--- src/rtl/mem_req_sched.sv ---
// Shares one memory request/response port between instruction fetch and the LSU.
// An owner FIFO routes in-order responses back to the requester; flushed fetch responses are dropped.
module mem_req_sched #(
  parameter int MAX_OUTSTANDING = 2,
  parameter int STARVE_LIMIT    = 4
) (
  input  logic        clk,
  input  logic        rst,
  input  logic        flush,
  input  logic        if_req_valid_i,
  output logic        if_req_ready_o,
  input  logic [31:0] if_req_addr_i,
  output logic        if_resp_valid_o,
  input  logic        if_resp_ready_i,
  output logic [31:0] if_resp_data_o,
  input  logic        ls_req_valid_i,
  output logic        ls_req_ready_o,
  input  logic [31:0] ls_req_addr_i,
  input  logic [31:0] ls_req_wdata_i,
  input  logic [3:0]  ls_req_wstrb_i,
  input  logic        ls_req_we_i,
  output logic        ls_resp_valid_o,
  input  logic        ls_resp_ready_i,
  output logic [31:0] ls_resp_data_o,
  output logic        mem_req_valid_o,
  input  logic        mem_req_ready_i,
  output logic [31:0] mem_req_addr_o,
  output logic [31:0] mem_req_wdata_o,
  output logic [3:0]  mem_req_wstrb_o,
  output logic        mem_req_we_o,
  input  logic        mem_resp_valid_i,
  output logic        mem_resp_ready_o,
  input  logic [31:0] mem_resp_data_i
);

  localparam int CW = $clog2(MAX_OUTSTANDING + 1);
  localparam int SW = $clog2(STARVE_LIMIT + 1);
  localparam int PW = (MAX_OUTSTANDING > 1) ? $clog2(MAX_OUTSTANDING) : 1;
  localparam logic [CW-1:0] FULL_CNT   = CW'(MAX_OUTSTANDING);
  localparam logic [SW-1:0] STARVE_MAX = SW'(STARVE_LIMIT);
  localparam logic [PW-1:0] LAST_PTR   = PW'(MAX_OUTSTANDING - 1);

  logic [MAX_OUTSTANDING-1:0] owner_if_q, owner_if_d;
  logic [MAX_OUTSTANDING-1:0] discard_q, discard_d;
  logic [PW-1:0]              wr_ptr_q, wr_ptr_d, rd_ptr_q, rd_ptr_d;
  logic [CW-1:0]              cnt_q, cnt_d;
  logic [SW-1:0]              starve_q, starve_d;

  logic full_s, empty_s, if_elig_s, ls_elig_s, grant_if_s, grant_ls_s;
  logic push_s, pop_s, if_fire_s, ls_fire_s;

  function automatic logic [PW-1:0] ptr_inc(input logic [PW-1:0] ptr);
    ptr_inc = (ptr == LAST_PTR) ? {PW{1'b0}} : ptr + PW'(1);
  endfunction

  // Arbitration and request mux; every handshake is held off while in reset.
  always_comb begin
    full_s     = (cnt_q == FULL_CNT);
    empty_s    = (cnt_q == {CW{1'b0}});
    if_elig_s  = if_req_valid_i && !flush;
    ls_elig_s  = ls_req_valid_i;
    grant_if_s = rst && !full_s && if_elig_s && (!ls_elig_s || (starve_q == STARVE_MAX));
    grant_ls_s = rst && !full_s && ls_elig_s && !grant_if_s;
    mem_req_valid_o = grant_if_s || grant_ls_s;
    if_req_ready_o  = grant_if_s && mem_req_ready_i;
    ls_req_ready_o  = grant_ls_s && mem_req_ready_i;
    if (grant_if_s) begin
      mem_req_addr_o  = if_req_addr_i;
      mem_req_wdata_o = 32'h0000_0000;
      mem_req_wstrb_o = 4'b0000;
      mem_req_we_o    = 1'b0;
    end else begin
      mem_req_addr_o  = ls_req_addr_i;
      mem_req_wdata_o = ls_req_wdata_i;
      mem_req_wstrb_o = ls_req_wstrb_i;
      mem_req_we_o    = ls_req_we_i;
    end
    push_s    = mem_req_valid_o && mem_req_ready_i;
    if_fire_s = push_s && grant_if_s;
    ls_fire_s = push_s && grant_ls_s;
  end

  // Response routing from the FIFO head; discarded fetch responses are consumed silently.
  always_comb begin
    if_resp_valid_o  = 1'b0;
    ls_resp_valid_o  = 1'b0;
    mem_resp_ready_o = 1'b0;
    if_resp_data_o   = mem_resp_data_i;
    ls_resp_data_o   = mem_resp_data_i;
    if (rst && !empty_s) begin
      if (!owner_if_q[rd_ptr_q]) begin
        ls_resp_valid_o  = mem_resp_valid_i;
        mem_resp_ready_o = ls_resp_ready_i;
      end else if (discard_q[rd_ptr_q] || flush) begin
        mem_resp_ready_o = 1'b1;
      end else begin
        if_resp_valid_o  = mem_resp_valid_i;
        mem_resp_ready_o = if_resp_ready_i;
      end
    end else begin
      mem_resp_ready_o = 1'b0;
    end
    pop_s = mem_resp_valid_i && mem_resp_ready_o;
  end

  // Owner FIFO next state; flush tags every fetch entry, including the one being popped.
  always_comb begin
    owner_if_d = owner_if_q;
    discard_d  = discard_q;
    for (int i = 0; i < MAX_OUTSTANDING; i++) begin
      if (push_s && (PW'(i) == wr_ptr_q)) begin
        owner_if_d[i] = grant_if_s;
        discard_d[i]  = 1'b0;
      end else if (flush && owner_if_q[i]) begin
        discard_d[i] = 1'b1;
      end else begin
        discard_d[i] = discard_q[i];
      end
    end
    wr_ptr_d = push_s ? ptr_inc(wr_ptr_q) : wr_ptr_q;
    rd_ptr_d = pop_s ? ptr_inc(rd_ptr_q) : rd_ptr_q;
    cnt_d    = cnt_q + CW'(push_s) - CW'(pop_s);
  end

  // Fetch starvation counter.
  always_comb begin
    if (if_fire_s || !if_req_valid_i) begin
      starve_d = {SW{1'b0}};
    end else if (ls_fire_s && if_elig_s && (starve_q != STARVE_MAX)) begin
      starve_d = starve_q + SW'(1);
    end else begin
      starve_d = starve_q;
    end
  end

  // State registers.
  always_ff @(posedge clk or negedge rst) begin
    if (!rst) begin
      owner_if_q <= {MAX_OUTSTANDING{1'b0}};
      discard_q  <= {MAX_OUTSTANDING{1'b0}};
      wr_ptr_q   <= {PW{1'b0}};
      rd_ptr_q   <= {PW{1'b0}};
      cnt_q      <= {CW{1'b0}};
      starve_q   <= {SW{1'b0}};
    end else begin
      owner_if_q <= owner_if_d;
      discard_q  <= discard_d;
      wr_ptr_q   <= wr_ptr_d;
      rd_ptr_q   <= rd_ptr_d;
      cnt_q      <= cnt_d;
      starve_q   <= starve_d;
    end
  end

endmodule

--- config.mk ---
export PLATFORM = sky130hd
export DESIGN_NAME = mem_req_sched
export DESIGN_NICKNAME = d
export VERILOG_FILES = /design/src/rtl/mem_req_sched.sv
export SDC_FILE = /design/constraint.sdc
export NUM_CORES = 1
export LEC_CHECK = 0
export BUFFER_PORTS_ARGS = -buffer_cell sky130_fd_sc_hd__buf_2
export CAP_MARGIN = 20
export CORE_AREA = 5 5 106 108
export CTS_BUF_LIST = sky130_fd_sc_hd__clkbuf_4
export DETAILED_ROUTE_END_ITERATION = 8
export DIE_AREA = 0 0 111 113
export SLEW_MARGIN = 20
export SYNTH_ARGS = -nofsm -noshare
export SYNTH_HDL_FRONTEND = slang
export SYNTH_SLANG_ARGS = --single-unit
export TNS_END_PERCENT = 10
--- constraint.sdc ---
create_clock -name clk -period 5.1 [get_ports clk]
set_input_delay 0.765 -clock clk [delete_from_list [all_inputs] [get_ports clk]]
set_output_delay 0.765 -clock clk [all_outputs]
set_load 0.02 [all_outputs]
# Word-level counts from Yosys, hierarchy flattened

Cells that the tools add are included.

Logic and storage cells: 75
Bits in registers: 11

Multiplexer cells: 24
Order comparisons: 1
Bitwise logic cells: 1
Reduce and logical (&&, ||, !) cells: 33
Eq/ne operators: 3
Add/sub/neg operators: 5

Operators by type and width:

| kind                                               | number |
|---|---|
| 2-to-1 mux 32 bit                                  | 2 |
| logical AND 1 bit                                  | 19 |
| 2-to-1 mux 1 bit                                   | 19 |
| logical NOT 1 bit                                  | 6 |
| 2-to-1 mux 3 bit                                   | 2 |
| nonzero test 2 bit                                 | 3 |
| logical OR 1 bit                                   | 4 |
| 2-to-1 mux 4 bit                                   | 1 |
| adder 3 x 1 -> 3 bit, second input constant        | 1 |
| equality test 3 bit, second input constant         | 1 |
| != test 3 bit, second input constant               | 1 |
| adder 1 bit, second input constant                 | 2 |
| adder 2 x 1 -> 2 bit                               | 1 |
| equality test 2 bit, second input constant         | 1 |
| logical NOT 2 bit                                  | 1 |
| < comparator 1 x 2 -> 1 bit, second input constant | 1 |
| subtractor 2 x 1 -> 2 bit                          | 1 |
| NOT 1 bit                                          | 1 |

# Depth between registers and ports, before layout

Gate-level depths: netlist (run 1).

Depth in word-level cells: 14
Mapped depth: 9
Mapped depth without buffers: 9

# Worst setup path after synthesis (run 1)

OpenSTA, ideal clock, no wires.

Path kind: input -> output
From: input ls_req_valid_i
To: output mem_req_addr_o[10]
Setup slack: 2.662 ns
Path buffers: 1
Arrival time: 1.673 ns
Cell stages on the path: 4
Cell sequence: a21bo_2 > nand4_4 > buf_6 > mux2_4

Longest elaborated chain between the ends: 4

Ends and longest elaborated chain:

| item              | line | source |
|---|---|---|
| from (decl)       | 16   | `input logic ls_req_valid_i,` |
| logical NOT 1 bit | 62   | `grant_if_s = rst && !full_s && if_elig_s && (!ls_elig_s \|\| (starve_q == STARVE_MAX));` |
| logical OR 1 bit  | 62   |  |
| logical AND 1 bit | 62   |  |
| 2-to-1 mux 32 bit | 67   | `if (grant_if_s) begin` |
| to (decl)         | 27   | `output logic [31:0] mem_req_addr_o,` |

Every way passes these cells.

# Worst setup path in the final report (run 1)

From: register starve_q[0]
To: output mem_req_addr_o[0]

Longest elaborated chain between the ends: 4

Ends and longest elaborated chain:

| item                   | line | source |
|---|---|---|
| from (decl)            | 47   | `logic [SW-1:0] starve_q, starve_d;` |
| from (signal assigned) | 144  | `starve_q <= {SW{1'b0}};` |
| from (signal assigned) | 151  | `starve_q <= starve_d;` |
| equality test 3 bit    | 62   |  |
| logical OR 1 bit       | 62   |  |
| logical AND 1 bit      | 62   |  |
| 2-to-1 mux 32 bit      | 67   |  |

Every way passes these cells.

==> metrics, run 1 <==
CP max stage delay=0.61 ns; drt wl/cell=12.9 um; Via Count=1792; top cells by area, synth=buf_4 (25%), mux2_4 (23%), dfrtp_1 (14%); worst-case clock buffer depth=2; EDFF count, synth=0; Die ar.=0.0125 mm2; Antenna Nets Post-Route=0; initial antenna violation count=0; hold_ws=0.411 ns; Yosys reg bits=11; Slew HR=42.5%; Fin Setup TNS=0 ns; R2R Setup Slk=2.86 ns; yosys warns=0; Synth area leader=buf_4; CTS Hold Bufs=0; H-Tree Level Count=1; post-DP HPWL=5260 um; Leakage=1.43 nW; final setup vio count=0; Synth Area per Inst=9.06 um2; ys async rst share=100%; CP max FO=73; pwr dens=209 mW/mm2; area delta synth->final=31.3%; Initial Util=18.9%; Post-Syn Area=0.00191 mm2; Die Wd=111 um; GRT Total Usage=8.30%; nature of the critical path endpoint=output pin; CTS root buf=clkbuf_4; Core Region=0.0101 mm2; clk_skew=0.00195 ns; TritonCTS clock tree=built; # rows=37; vias in the first global route=1912; Post-Synthesis Net Count=357; maximum vdd drop=77.7 uV; main flop type after synthesis=dfrtp_1; CP cell instances=inv_1, ha_1, a21bo_2, nand4_4, buf_4, mux2_2, buf_2; pin count of the biggest net entering global routing=74; Num CTS Buffers=3; clock latency on the worst-skew pair=0.26 ns; Post CTS Setup Buffer Count=0; clock sinks=11; FF/Latch Area=275 um2; first-pass GRT wire length=9060 um; Critical Path Sink=mem_req_addr_o[0]; final hold vios=0; Worst R2R Start=rd_ptr_q; multi-input logic area=0.00108 mm2; final non-filler cell total=465; Max Clock Freq=305 MHz; Residual DRC=0; Synth Instances=211; # IOs=281; Die Y=113 um; final WL=5990 um; CP Depth=7; unrepaired setup endpoints after global routing=false; max-slew violations=0; initial DRC count=86; Startpoint Class=flip-flop; HP Class=input port to async pin; share of layout cells above drive strength 1=69.3%; CP delay by family, top=buffers and inverters; register area share after synthesis=14.4%; MaxCap Viol Count=0; kind of critical path=flip-flop to output pin; fill count=1100; crit path from=starve_q[0]; WP data required=4.34 ns; cts repair resizes=0; GP Congestion=0.807; Final Cycle Share=64.3%; Initial DRT Pass Iterations=4; leading cell type in the layout, fill and taps excluded=buf_2; NumNets Final=476; Critical Path AT=2.51 ns; Slew @ Worst Pin=0.863 ns; Port-buffer cells=184; Reg clk slew, reported paths=0.06 ns; slowest cell on the critical path=buf_4; worst reg-to-reg path cell count=9; status=completed; DP Cell Count=461; Synth cell types=32; vias per cell=3.85; Worst Path Buf+Inv=3; reg2reg end=cnt_q[1]; most frequent cells in the layout=buf_2 (184), and2_1 (37), mux2_4 (29); crit path time final=3.28 ns; GRT Residual Overflow=0; Antenna Cells=0; top-area cell type share of the netlist area=25.1%
## cell type report
cell class / instances / area share (%)
clock buffer: 4 / 1.20
inverter: 7 / 1.05
multi-input combinational: 122 / 43.0
sequential: 11 / 11.0
tap: 136 / 6.78
timing repair buffer: 185 / 37.0
## layer usage
layer,vias to the layer above,global-route usage (%),routed length (um)
li1,875,-,-
met1,781,9.87,2260
met2,112,13.8,2910
met3,24,2.83,642
met4,0,3.28,180
met5,-,0,0
## worst min-delay path by stage
stage	to	depth (start not counted)
2_1_floorplan	cnt_q[0]	0
3_3_place_gp	discard_q[1]	2
3_5_place_dp	discard_q[1]	2
4_1_cts	cnt_q[0]	1
5_1_grt	rd_ptr_q	1
6_report	cnt_q[0]	1
## where the power goes
| group | switching (mW) | internal [mW] | leakage (nW) |
|---|---|---|---|
| Combinational | 0.163 | 0.146 | 1.27 |
| Sequential | 0.0341 | 0.121 | 0.139 |
| Clock | 0.0260 | 0.0355 | 0.0184 |
## cells by family (layout without fill, tap and decap cells)
group / Yosys count / after routing / share of synthesized area, %
adders and majority gates: 4 / 4 / 2.62
AOI/OAI and AO/OA: 25 / 25 / 8.44
and+or+nand+nor: 57 / 57 / 19.0
xor gates and xnor gates: 3 / 3 / 1.37
muxes: 33 / 33 / 25.1
buffers and inverters: 78 / 196 / 29.1
DFF: 11 / 11 / 14.4
## flip-flops by register name, indices dropped and copies added (netlist names)
register / flops
cnt_q: 2
wr_ptr_q: 1
discard_q: 2
rd_ptr_q: 1
owner_if_q: 2
starve_q: 3
## stage by stage
| step | area (um2) | power (mW) | util, % | worst slack (ns) |
|---|---|---|---|---|
| final | 2510 | 0.526 | 24.8 | 1.82 |
| after global routing | 2510 | 0.571 | 24.8 | 1.68 |
| after CTS | 2510 | 0.533 | 24.8 | 1.81 |
| after detailed placement | 2480 | 0.469 | 24.5 | 1.85 |
| after global placement | 2480 | 0.461 | 24.5 | 1.91 |
| after floorplan | 1910 | 0.426 | - | 2.66 |
## synthesized netlist by cell type, types with 2 or more instances
library cell and count:
a21oi_1 8, and2_1 37, buf_4 64, buf_6 3, clkbuf_1 4, dfrtp_1 11, ha_1 4, inv_1 7
mux2_2 4, mux2_4 29, nand2_1 2, nor2_1 6, o21ai_0 6, o31ai_1 4, or3_1 3, xnor2_1 3
Power figures use the tool's default switching activity.
==> run 2: changes to the inputs <==
CORE_AREA = 5 5 105 107   (was 5 5 106 108)
DIE_AREA = 0 0 110 112   (was 0 0 111 113)
clock period = 2.76 ns   (was 5.1 ns; I/O delays follow)
==> run 2 against run 1 <==
Against the previous run:
- the flow now finishes with violations (negative hold slack)
- critical path depth unchanged
- wire length up 6.4%
- clock-buffer cell count is the same
- critical endpoint is now mem_req_addr_o[13]
- largest cell class unchanged
- largest power group unchanged
==> metrics, run 2 (synthesized netlist as in run 1, its figures left out) <==
status=finished, violations left; failing checks=negative hold slack; # rows=37; Leakage=1.45 nW; max reg flops=3; Switching Share=42.8%; hold_ws=-0.0000152 ns; final hold vios=1; vias per cell=3.92; cts repair resizes=0; Post CTS Setup Buffer Count=0; R2R Setup Slk=0.52 ns; Reg clk slew, reported paths=0.07 ns; worst reg-to-reg path cell count=9; Fin Setup TNS=0 ns; Slew @ Worst Pin=0.476 ns; HP Class=input port to async pin; Die Wd=110 um; Residual DRC=0; Via Count=1831; initial antenna violation count=0; drt wl/cell=13.7 um; pwr dens=386 mW/mm2; GRT Residual Overflow=0; Critical Path AT=2.17 ns; Startpoint Class=flip-flop; maximum vdd drop=178 uV; GRT Total Usage=9.02%; CP max FO=28; Antenna Nets Post-Route=0; share of layout cells above drive strength 1=69.5%; vias in the first global route=1872; leading cell type in the layout, fill and taps excluded=buf_2; Cell Int Power=0.564 mW; register share of total power=28.8%; H-Tree Level Count=1; CTS root buf=clkbuf_4; Slew HR=68.3%; Final Cycle Share=93.7%; initial DRC count=49; clock latency on the worst-skew pair=0.27 ns; GP Congestion=0.825; most frequent cells in the layout=buf_2 (184), and2_1 (37), mux2_4 (29); Max Clock Freq=387 MHz; MaxCap Viol Count=0; Top reg by flops=starve_q; kind of critical path=flip-flop to output pin; pin count of the biggest net entering global routing=35; Num CTS Buffers=3; unrepaired setup endpoints after global routing=false; Comb pwr share=59.1%; Pwr Total=0.986 mW; Initial Util=19.0%; Core Region=0.0100 mm2; max-slew violations=0; post-DP HPWL=5720 um; NumNets Final=478; worst-case clock buffer depth=2; nature of the critical path endpoint=output pin; crit path time final=2.59 ns; reg2reg end=cnt_q[1]; Die ar.=0.0123 mm2; Clk pwr share=12.1%; # IOs=281; Worst R2R Start=rd_ptr_q; Die Y=112 um; Psw=0.422 mW; TritonCTS clock tree=built; Core Util, Final=25.4%; Initial DRT Pass Iterations=4; clock sinks=11; WP data required=2.35 ns; Port-buffer cells=184; first-pass GRT wire length=8860 um; final setup vio count=0; final WL=6380 um; clk_skew=0.00786 ns; CTS Hold Bufs=0; area delta synth->final=33.4%; Antenna Cells=0
-- run 2: power by group through the flow --
stage	Clock (mW)	Combinational (mW)	Sequential [mW]
floorplan	0	0.516	0.271
finish	0.120	0.583	0.284
CTS	0.123	0.590	0.284
detailed placement	0	0.588	0.287
global route	0.136	0.636	0.296
global placement	0	0.578	0.287
-- run 2: metrics by stage --
stage                     instance area (um2)  setup WS [ns]  instances
after floorplan                          1910          0.679        211
after global placement                   2520          0.479        463
after detailed placement                 2520          0.460        463
after CTS                                2550          0.143        467
after global routing                     2550         0.0208        467
final                                    2550          0.174        467
-- run 2: cell type report --
cell class / instances / area, um2
Clock buffer: 4 / 30.0
Sequential cell: 11 / 275
Timing Repair Buffer: 187 / 968
Tap cell: 136 / 170
Fill cell: 1105 / 7490
Inverter: 7 / 26.3
Multi-Input combinational cell: 122 / 1080
-- run 2: how the worst max path moves through the flow --
stage	start	depth (start not counted)	slack [ns]	endpoint
3_3_place_gp	starve_q[0]	7	0.48	mem_req_addr_o[21]
6_report	starve_q[0]	7	0.17	mem_req_addr_o[13]
3_5_place_dp	starve_q[0]	7	0.46	mem_req_addr_o[12]
4_1_cts	starve_q[0]	7	0.14	mem_req_addr_o[12]
2_1_floorplan	rd_ptr_q	9	0.68	cnt_q[1]
5_1_grt	starve_q[0]	7	0.02	mem_req_addr_o[16]
-- run 2: critical path, stage by stage (launching register included) --
cell and delay, ns:
dfrtp_1 0.41, inv_1 0.07, ha_1 0.17, a21bo_2 0.17, nand4_4 0.31, buf_12 0.30, mux2_4 0.30, buf_2 0.16
-- run 2: layer usage --
layer / vias up / part of all wire [%] / global-route usage [%]
li1: 883 / - / -
met1: 785 / 41 / 11.7
met2: 146 / 44 / 14.2
met3: 17 / 13 / 3.01
met4: 0 / 1.4 / 2.33
met5: - / 0 / 0
